### config.mk
export PLATFORM = sky130hd
export DESIGN_NAME = sprite_line_queue_flat
export DESIGN_NICKNAME = d
export VERILOG_FILES = /design/src/rtl/sprite_line_queue_if.sv /design/src/rtl/sprite_line_queue.sv /design/src/flat_wrapper.sv
export SDC_FILE = /design/constraint.sdc
export NUM_CORES = 1
export LEC_CHECK = 0
export ABC_AREA = 1
export CAP_MARGIN = 15
export CORE_ASPECT_RATIO = 1.4
export CORE_UTILIZATION = 28
export DETAILED_ROUTE_END_ITERATION = 10
export GPL_TIMING_DRIVEN = 0
export SYNTH_ARGS = -nofsm -noshare
export SYNTH_HDL_FRONTEND = slang
export SYNTH_SLANG_ARGS = --single-unit
### constraint.sdc
create_clock -name clk -period 5.2 [get_ports clk]
set_input_delay 0.52 -clock clk [delete_from_list [all_inputs] [get_ports clk]]
set_output_delay 0.52 -clock clk [all_outputs]
set_load 0.005 [all_outputs]
### src/rtl/sprite_line_queue_if.sv
// Query handshake between the sprite line queue and the renderer's
// object fetcher. The fetcher (master) asks for an X position and
// accepts matching sprites one at a time; the queue (slave) answers.
interface sprite_line_queue_if #(
  parameter int IDX_W = 6
);
  logic             query_en;
  logic [7:0]       query_x;
  logic             q_valid;
  logic             q_ready;
  logic [2:0]       q_row;
  logic [7:0]       q_tile;
  logic [3:0]       q_attrs;
  logic [IDX_W-1:0] q_idx;

  modport master (
    output query_en, query_x, q_ready,
    input  q_valid, q_row, q_tile, q_attrs, q_idx
  );

  modport slave (
    input  query_en, query_x, q_ready,
    output q_valid, q_row, q_tile, q_attrs, q_idx
  );
endinterface

### src/rtl/sprite_line_queue.sv
// Per-line sprite selector. An OAM scan walks N_OAM entries (two words
// each) and keeps up to N_SLOTS sprites that cover the current line,
// already Y-flip and 8x16 corrected. During draw the renderer queries by
// X and receives every matching sprite in OAM-index order, one per
// valid/ready handshake.
module sprite_line_queue #(
  parameter int N_SLOTS = 10,
  parameter int N_OAM   = 40,
  parameter int IDX_W   = $clog2(N_OAM)
) (
  input  logic                           clk,
  input  logic                           rst,
  input  logic                           start,
  input  logic                           clear,
  input  logic [7:0]                     ly,
  input  logic                           tall,
  output logic [$clog2(2*N_OAM)-1:0]     oam_addr,
  input  logic [15:0]                    oam_d_in,
  output logic                           scan_done,
  output logic                           overflow,
  output logic [$clog2(N_SLOTS+1)-1:0]   count,
  sprite_line_queue_if.slave             qif
);

  localparam int AW = $clog2(2*N_OAM);
  localparam int CW = $clog2(N_SLOTS+1);
  localparam int SW = (N_SLOTS > 1) ? $clog2(N_SLOTS) : 1;
  localparam logic [AW-1:0] LAST_ADDR = AW'(2*N_OAM-1);

  typedef enum logic [1:0] {IDLE, SCAN, READY} state_t;

  // Control state (reset)
  state_t           r_state;
  logic [AW-1:0]    r_oam_addr;
  logic             r_scan_done;
  logic             r_overflow;
  logic [7:0]       r_ly;
  logic             r_tall;
  logic [N_SLOTS-1:0] r_valid;

  // Payload storage (no reset, qualified by r_valid)
  logic [7:0]       r_y_buf;
  logic [7:0]       r_x_buf;
  logic [7:0]       r_sx    [N_SLOTS];
  logic [2:0]       r_row   [N_SLOTS];
  logic [7:0]       r_tile  [N_SLOTS];
  logic [3:0]       r_attrs [N_SLOTS];
  logic [IDX_W-1:0] r_idx   [N_SLOTS];

  logic [7:0]       w_dy;
  logic             w_visible;
  logic [3:0]       w_dyc;
  logic [7:0]       w_tile;
  logic             w_odd;
  logic             w_last;
  logic             w_free_hit;
  logic [SW-1:0]    w_free_slot;
  logic             w_match_hit;
  logic [SW-1:0]    w_match_slot;
  logic             w_store;
  logic             w_drop;
  logic             w_q_valid;
  logic             w_fire;
  logic [CW-1:0]    w_count;

  // Line offset into the sprite, visibility and flip/tall correction for
  // the entry whose second word is on the bus this cycle.
  assign w_dy      = r_ly - r_y_buf + 8'd16;
  assign w_visible = r_tall ? (w_dy < 8'd16) : (w_dy < 8'd8);
  assign w_dyc     = !oam_d_in[14] ? w_dy[3:0] :
                     r_tall        ? (4'd15 - w_dy[3:0]) :
                                     {1'b0, 3'd7 - w_dy[2:0]};
  assign w_tile    = r_tall ? {oam_d_in[7:1], w_dyc[3]} : oam_d_in[7:0];

  assign w_odd   = (r_state == SCAN) && r_oam_addr[0];
  assign w_last  = (r_oam_addr == LAST_ADDR);
  assign w_store = w_odd && w_visible && w_free_hit && !start && !clear;
  assign w_drop  = w_odd && w_visible && !w_free_hit;

  // Lowest-numbered empty slot; iterating downwards lets the lowest win.
  // NOTE: every always_comb output gets a default first so no path can
  // leave it unassigned and infer a latch.
  always_comb begin
    w_free_hit  = 1'b0;
    w_free_slot = '0;
    for (int s = N_SLOTS-1; s >= 0; s--) begin
      if (!r_valid[s]) begin
        w_free_hit  = 1'b1;
        w_free_slot = SW'(s);
      end
    end
  end

  // Lowest-numbered occupied slot whose X equals the query.
  always_comb begin
    w_match_hit  = 1'b0;
    w_match_slot = '0;
    for (int s = N_SLOTS-1; s >= 0; s--) begin
      if (r_valid[s] && (r_sx[s] == qif.query_x)) begin
        w_match_hit  = 1'b1;
        w_match_slot = SW'(s);
      end
    end
  end

  // Occupied-slot count.
  always_comb begin
    w_count = '0;
    for (int s = 0; s < N_SLOTS; s++) begin
      w_count = w_count + CW'(r_valid[s]);
    end
  end

  assign w_q_valid = qif.query_en && (r_state == READY) && w_match_hit;
  assign w_fire    = w_q_valid && qif.q_ready;

  // Scan/query FSM with occupancy bits; start beats clear.
  // NOTE: state registers use non-blocking assignments so every reader
  // sees the pre-edge value regardless of block ordering.
  always_ff @(posedge clk or negedge rst) begin
    if (!rst) begin
      r_state     <= IDLE;
      r_oam_addr  <= '0;
      r_scan_done <= 1'b0;
      r_overflow  <= 1'b0;
      r_ly        <= '0;
      r_tall      <= 1'b0;
      r_valid     <= '0;
    end else if (start) begin
      r_state     <= SCAN;
      r_oam_addr  <= '0;
      r_scan_done <= 1'b0;
      r_overflow  <= 1'b0;
      r_ly        <= ly;
      r_tall      <= tall;
      r_valid     <= '0;
    end else if (clear) begin
      r_state     <= IDLE;
      r_scan_done <= 1'b0;
      r_valid     <= '0;
    end else begin
      case (r_state)
        SCAN: begin
          if (w_store) r_valid[w_free_slot] <= 1'b1;
          if (w_drop)  r_overflow <= 1'b1;
          if (w_last) begin
            r_state     <= READY;
            r_scan_done <= 1'b1;
          end else begin
            r_oam_addr <= r_oam_addr + 1'b1;
          end
        end
        READY: begin
          if (w_fire) r_valid[w_match_slot] <= 1'b0;
        end
        default: ;
      endcase
    end
  end

  // Even-word buffer and slot payload writes.
  // NOTE: payload arrays are deliberately not reset; r_valid alone decides
  // whether a slot holds a sprite, so stale data is never observable.
  always_ff @(posedge clk) begin
    if ((r_state == SCAN) && !r_oam_addr[0]) begin
      r_y_buf <= oam_d_in[7:0];
      r_x_buf <= oam_d_in[15:8];
    end
    if (w_store) begin
      r_sx[w_free_slot]    <= r_x_buf;
      r_row[w_free_slot]   <= w_dyc[2:0];
      r_tile[w_free_slot]  <= w_tile;
      r_attrs[w_free_slot] <= oam_d_in[15:12];
      r_idx[w_free_slot]   <= IDX_W'(r_oam_addr >> 1);
    end
  end

  assign oam_addr  = r_oam_addr;
  assign scan_done = r_scan_done;
  assign overflow  = r_overflow;
  assign count     = w_count;

  assign qif.q_valid = w_q_valid;
  assign qif.q_row   = r_row[w_match_slot];
  assign qif.q_tile  = r_tile[w_match_slot];
  assign qif.q_attrs = r_attrs[w_match_slot];
  assign qif.q_idx   = r_idx[w_match_slot];

endmodule

### src/flat_wrapper.sv
// flat-port wrapper written by rule: the top's interface ports become plain ports
module sprite_line_queue_flat 
#(
  parameter int N_SLOTS = 10,
  parameter int N_OAM   = 40,
  parameter int IDX_W   = $clog2(N_OAM)
)
  (clk, rst, start, clear, ly, tall, oam_addr, oam_d_in, scan_done, overflow, count, qif_query_en, qif_query_x, qif_q_ready, qif_q_valid, qif_q_row, qif_q_tile, qif_q_attrs, qif_q_idx);
  sprite_line_queue_if #(.IDX_W(IDX_W)) qif_i ();
  input  logic clk;
  input  logic rst;
  input  logic start;
  input  logic clear;
  input  logic [7:0] ly;
  input  logic tall;
  output logic [$clog2(2*N_OAM)-1:0] oam_addr;
  input  logic [15:0] oam_d_in;
  output logic scan_done;
  output logic overflow;
  output logic [$clog2(N_SLOTS+1)-1:0] count;
  input wire logic [$bits(qif_i.query_en)-1:0] qif_query_en;
  input wire logic [$bits(qif_i.query_x)-1:0] qif_query_x;
  input wire logic [$bits(qif_i.q_ready)-1:0] qif_q_ready;
  output wire logic [$bits(qif_i.q_valid)-1:0] qif_q_valid;
  output wire logic [$bits(qif_i.q_row)-1:0] qif_q_row;
  output wire logic [$bits(qif_i.q_tile)-1:0] qif_q_tile;
  output wire logic [$bits(qif_i.q_attrs)-1:0] qif_q_attrs;
  output wire logic [$bits(qif_i.q_idx)-1:0] qif_q_idx;
  assign qif_i.query_en = qif_query_en;
  assign qif_i.query_x = qif_query_x;
  assign qif_i.q_ready = qif_q_ready;
  assign qif_q_valid = qif_i.q_valid;
  assign qif_q_row = qif_i.q_row;
  assign qif_q_tile = qif_i.q_tile;
  assign qif_q_attrs = qif_i.q_attrs;
  assign qif_q_idx = qif_i.q_idx;
  sprite_line_queue #(.N_SLOTS(N_SLOTS), .N_OAM(N_OAM), .IDX_W(IDX_W)) u_core (.clk(clk), .rst(rst), .start(start), .clear(clear), .ly(ly), .tall(tall), .oam_addr(oam_addr), .oam_d_in(oam_d_in), .scan_done(scan_done), .overflow(overflow), .count(count), .qif(qif_i));
endmodule
==> qor.log, run 1 <==
qor: place.detailed_place_hpwl 30500 µm
qor: worst_setup_path.worstSetupEndpointType output port
qor: clock_tree.worstSkewPairLatency 0.53 ns
qor: worst_setup_path.critical_path_buf_inv_count 3
qor: cells_and_area.num_antenna_cells 0
qor: logic_synthesis.synth_top_area_share 61.1%
qor: die.fp.dieArea 0.0547 mm²
qor: timing.timing.final.hold_violations 0
qor: logic_synthesis.synthesized_area_divided_by_synthesized_cell_count 11.2 µm²
qor: worst_setup_path.cp-start-kind flip-flop
qor: logic_synthesis.synth-edff-count 306
qor: logic_synthesis.yosys.area.top_type sky130_fd_sc_hd__edfxtp_1
qor: route.via_count 10600
qor: worst_setup_path.timing.critical_path.max_delay_family adder cells
qor: timing.fin_worst_skew 0.0233 ns
qor: pwr.total_leakage_power 6.60 nW
qor: worst_setup_path.worst_ep_arrival_time 4.46 ns
qor: logic_synthesis.postSynthCellCount 1345
qor: clock_tree.clock_sinks 335
qor: worst_setup_path.timing.critical_path.depth 10
qor: logic_synthesis.simple_gate_fraction_of_synth_area 19.6%
qor: clock_tree.cell_at_the_root_of_the_clock_tree sky130_fd_sc_hd__clkbuf_16
qor: clock_tree.htreeDepth 2
qor: place.pre_cts_ws 0.368 ns
qor: worst_setup_path.critical_path.reg2reg.endpoint u_core.r_attrs[5][2]$_DFFE_PP_
qor: clock_tree.clk_pin_slew_worst_paths 0.06 ns
qor: clock_tree.cts-buffers-inserted 35
qor: timing.fmaxAchievable 0.201 GHz
qor: clock_tree.post_cts_resized 0
qor: worst_setup_path.worstPathRequired 4.68 ns
qor: logic_synthesis.yosys.area_share.xor_xnor 2.27%
qor: route.post_drt_wl_per_cell 19.6 µm
qor: timing.timing.final.max_slew_violations 0
qor: logic_synthesis.yosys-top-cells-count sky130_fd_sc_hd__edfxtp_1 (306), sky130_fd_sc_hd__nand2_1 (236), sky130_fd_sc_hd__nand3_1 (189), sky130_fd_sc_hd__inv_1 (108), sky130_fd_sc_hd__nor2_1 (106)
qor: cells_and_area.post-route-util 34.0%
qor: worst_setup_path.critical_path.max_stage_delay 0.56 ns
qor: cells_and_area.multiInputGateArea 0.00433 mm²
qor: die.die_x 198 µm
qor: logic_synthesis.ys_seq_area_share 65.9%
qor: route.first_iter_violations 726
qor: cells_and_area.finalNonFillerCells 2204
qor: timing.post-route-period-util 95.7%
qor: job.drv.max_cap_violation_count 0
qor: clock_tree.cts_max_path_buffers 3
qor: pwr.pwr_density_cell 314 mW/mm²
qor: worst_setup_path.regToRegStartpoint u_core.r_ly[1]$_DFFE_PN0P_
qor: logic_synthesis.post_synth_mux_area_share 0%
qor: logic_synthesis.synth.top_cells.by_area sky130_fd_sc_hd__edfxtp_1 (61%), sky130_fd_sc_hd__nand3_1 (6.3%), sky130_fd_sc_hd__nand2_1 (5.9%), sky130_fd_sc_hd__dfrtp_1 (4.8%), sky130_fd_sc_hd__nand4_1 (2.9%)
qor: route.post-route-drc-count 0
qor: logic_synthesis.fraction_of_the_mapped_netlist_area_in_compound_gates 3.67%
qor: die.coreArea 0.0532 mm²
qor: place.io_buffers 68
qor: pwr.total_power 0.00568 W
qor: clock_tree.postCtsSetupRepairBufs 0
qor: global_route.antenna_violations_before_repair 0
qor: logic_synthesis.synth_fa_ha_area_share 2.68%
qor: place.gpl.final_weighted_congestion 0.852
qor: clock_tree.cts_tree done
qor: logic_synthesis.synth-main-ff-cell sky130_fd_sc_hd__edfxtp_1
qor: cells_and_area.nets 1530
qor: worst_setup_path.highest_fanout_seen_on_the_critical_path 7
qor: cells_and_area.syn2layout_area_growth 20.2%
qor: logic_synthesis.synth_fp_nets 1412
qor: global_route.global_route_overflow 0
qor: timing.maxSlewHeadroom 36.1%
qor: logic_synthesis.ys_seq_elements 335
qor: route.detail_route.vias_per_cell 4.82
qor: cells_and_area.register_area 0.00991 mm²
qor: route.drt_wl_total 43100 µm
qor: outcome.outcome finished, final reports clean
qor: logic_synthesis.synth.yosys.warnings 0
qor: worst_setup_path.critPathMostFrequentCell sky130_fd_sc_hd__fa_1
qor: timing.postLayoutSetupSlackWorst 0.223 ns
qor: logic_synthesis.yosys.cell_count.top_type sky130_fd_sc_hd__edfxtp_1
qor: clock_tree.hold_buffers 0
qor: logic_synthesis.synth.cell_area 0.0150 mm²
qor: logic_synthesis.ys_async_sr_fraction 8.66%
qor: worst_setup_path.timing.critical_path.cells ha_1 -> inv_1 -> fa_1 -> fa_1 -> fa_1 -> inv_1 -> fa_1 -> fa_1 -> xor2_1 -> clkdlybuf4s50_1
qor: route.ant_nets 0
qor: timing.worstMarginPinSlew 0.959 ns
qor: logic_synthesis.main_combinational_cell_family_by_area_after_synthesis simple AND/OR/NAND/NOR gates
qor: global_route.largest_net_degree_at_the_start_of_global_routing 26
qor: logic_synthesis.ys_types 44
qor: worst_setup_path.path_class reg -> out
qor: worst_setup_path.slowest_stage sky130_fd_sc_hd__clkdlybuf4s50_1
qor: min_path.min_path_type in -> async
qor: timing.setup-violations-final 0
qor: timing.post-route-min-period 4.98 ns
qor: route.drt_first_pass_iters 5
qor: global_route.global_route.usage.total 15.8%
qor: worst_setup_path.r2r_setup_slack 1.34 ns
qor: die.floorplan.die.height 276 µm
qor: cells_and_area.final.fill_count 5227
qor: die.boundaryPins 74
qor: cells_and_area.final_layout_size_suffix_gt1_share 10.6%
qor: place.placedCellCount 2139
qor: die.starting_utilization_of_the_core_area 28.3%
qor: pwr.vdd_drop_max 0.207 mV
qor: global_route.global_route_wire_length_before_repair 64300 µm
qor: timing.unrepaired_setup_endpoints_after_global_routing false
qor: global_route.via_count_of_the_first_global_routing_pass 10800
qor: die.rows 100
qor: worst_setup_path.reg2reg_depth 12
## logic make-up after synthesis
family                     count (synthesis)
and+or+nand+nor                          640
buffers and inverters                    203
adders and majority gates                 28
xor gates and xnor gates                  39
AOI/OAI and AO/OA                        100
DFF                                      335
## layout make-up
| type | count | area share, % |
|---|---|---|
| tap | 714 | 4.94 |
| inverter | 139 | 2.88 |
| clock buffer | 44 | 5.26 |
| multi-input combinational | 807 | 23.9 |
| clock inverter | 20 | 0.782 |
| buffer | 64 | 1.99 |
| sequential | 335 | 54.8 |
| timing repair buffer | 81 | 5.38 |
## through the flow
step	area (µm²)	hold WS (ns)	setup TNS, ns
finish	18100	0.399	0
global route	18100	0.457	0
CTS	18100	0.398	0
detailed placement	17000	0.471	0
global placement	16600	0.480	-57.65
floorplan	15000	0.224	0
## where the power goes
group	internal (W)	total (W)	leakage, nW	switching, W
combinational	0.0000942	0.000260	2.93	0.000166
sequential	0.00299	0.00301	3.14	0.0000282
clock	0.00136	0.00240	0.535	0.00104
## routing by layer
| metal | vias to the layer above | share of wire (%) | track usage (%) | routed length [µm] |
|---|---|---|---|---|
| met5 | - | 0 | 0 | 0 |
| met3 | 106 | 5.0 | 1.89 | 2180 |
| li1 | 4931 | - | - | - |
| met2 | 381 | 53 | 29.5 | 22900 |
| met4 | 0 | 5.5 | 8.35 | 2370 |
| met1 | 5196 | 36 | 17.3 | 15700 |
## state kept, by name, summed over array words and instances (netlist names)
| name | cells |
|---|---|
| u_core.oam_addr | 7 |
| u_core.r_ly | 8 |
| u_core.r_sx | 80 |
| u_core.r_row | 30 |
| u_core.overflow | 1 |
| u_core.r_x_buf | 8 |
| u_core.r_state | 1 |
| u_core.r_tile | 80 |
| u_core.r_attrs | 40 |
| u_core.r_tall | 1 |
| u_core.r_y_buf | 8 |
| u_core.r_valid | 10 |
| u_core.scan_done | 1 |
| u_core.r_idx | 60 |
## placed cells by master (no fill, tap or decap), types with 5 or more instances in the layout
master	n
sky130_fd_sc_hd__a21oi_1	18
sky130_fd_sc_hd__buf_12	7
sky130_fd_sc_hd__buf_16	5
sky130_fd_sc_hd__buf_2	20
sky130_fd_sc_hd__buf_4	17
sky130_fd_sc_hd__clkbuf_1	29
sky130_fd_sc_hd__clkbuf_16	37
sky130_fd_sc_hd__clkdlybuf4s50_1	68
sky130_fd_sc_hd__clkinv_1	18
sky130_fd_sc_hd__clkinv_2	7
sky130_fd_sc_hd__dfrtp_1	29
sky130_fd_sc_hd__edfxtp_1	306
sky130_fd_sc_hd__fa_1	7
sky130_fd_sc_hd__ha_1	21
sky130_fd_sc_hd__inv_1	108
sky130_fd_sc_hd__inv_2	20
sky130_fd_sc_hd__nand2_1	236
sky130_fd_sc_hd__nand3_1	189
sky130_fd_sc_hd__nand4_1	69
sky130_fd_sc_hd__nor2_1	95
sky130_fd_sc_hd__nor2_4	12
sky130_fd_sc_hd__nor3_1	10
sky130_fd_sc_hd__nor4_1	6
sky130_fd_sc_hd__o21ai_0	51
sky130_fd_sc_hd__o21ai_1	13
sky130_fd_sc_hd__o22ai_1	7
sky130_fd_sc_hd__or2_2	7
sky130_fd_sc_hd__xnor2_1	23
sky130_fd_sc_hd__xor2_1	16
## worst max path at each step
stage | from | to | slack, ns
after floorplan | u_core.r_ly[1]$_DFFE_PN0P_ | u_core.r_attrs[5][0]$_DFFE_PP_ | 1.40
after global placement | u_core.r_ly[1]$_DFFE_PN0P_ | u_core.r_row[8][0]$_DFFE_PP_ | -0.52
after detailed placement | qif_query_x[1] | qif_q_attrs[2] | 0.37
after CTS | u_core.r_valid[1]$_DFFE_PN0P_ | count[2] | 0.12
after global routing | u_core.r_valid[1]$_DFFE_PN0P_ | count[2] | 0.05
final | u_core.r_valid[1]$_DFFE_PN0P_ | count[2] | 0.22
No activity file was read; power rests on OpenSTA's default activity.
==> run 2, diff against run 1 <==
SETUP_SLACK_MARGIN = 0.02   (was not set)
==> results of run 2 <==
Final layout, timing and power as in run 1 (identical DEF).
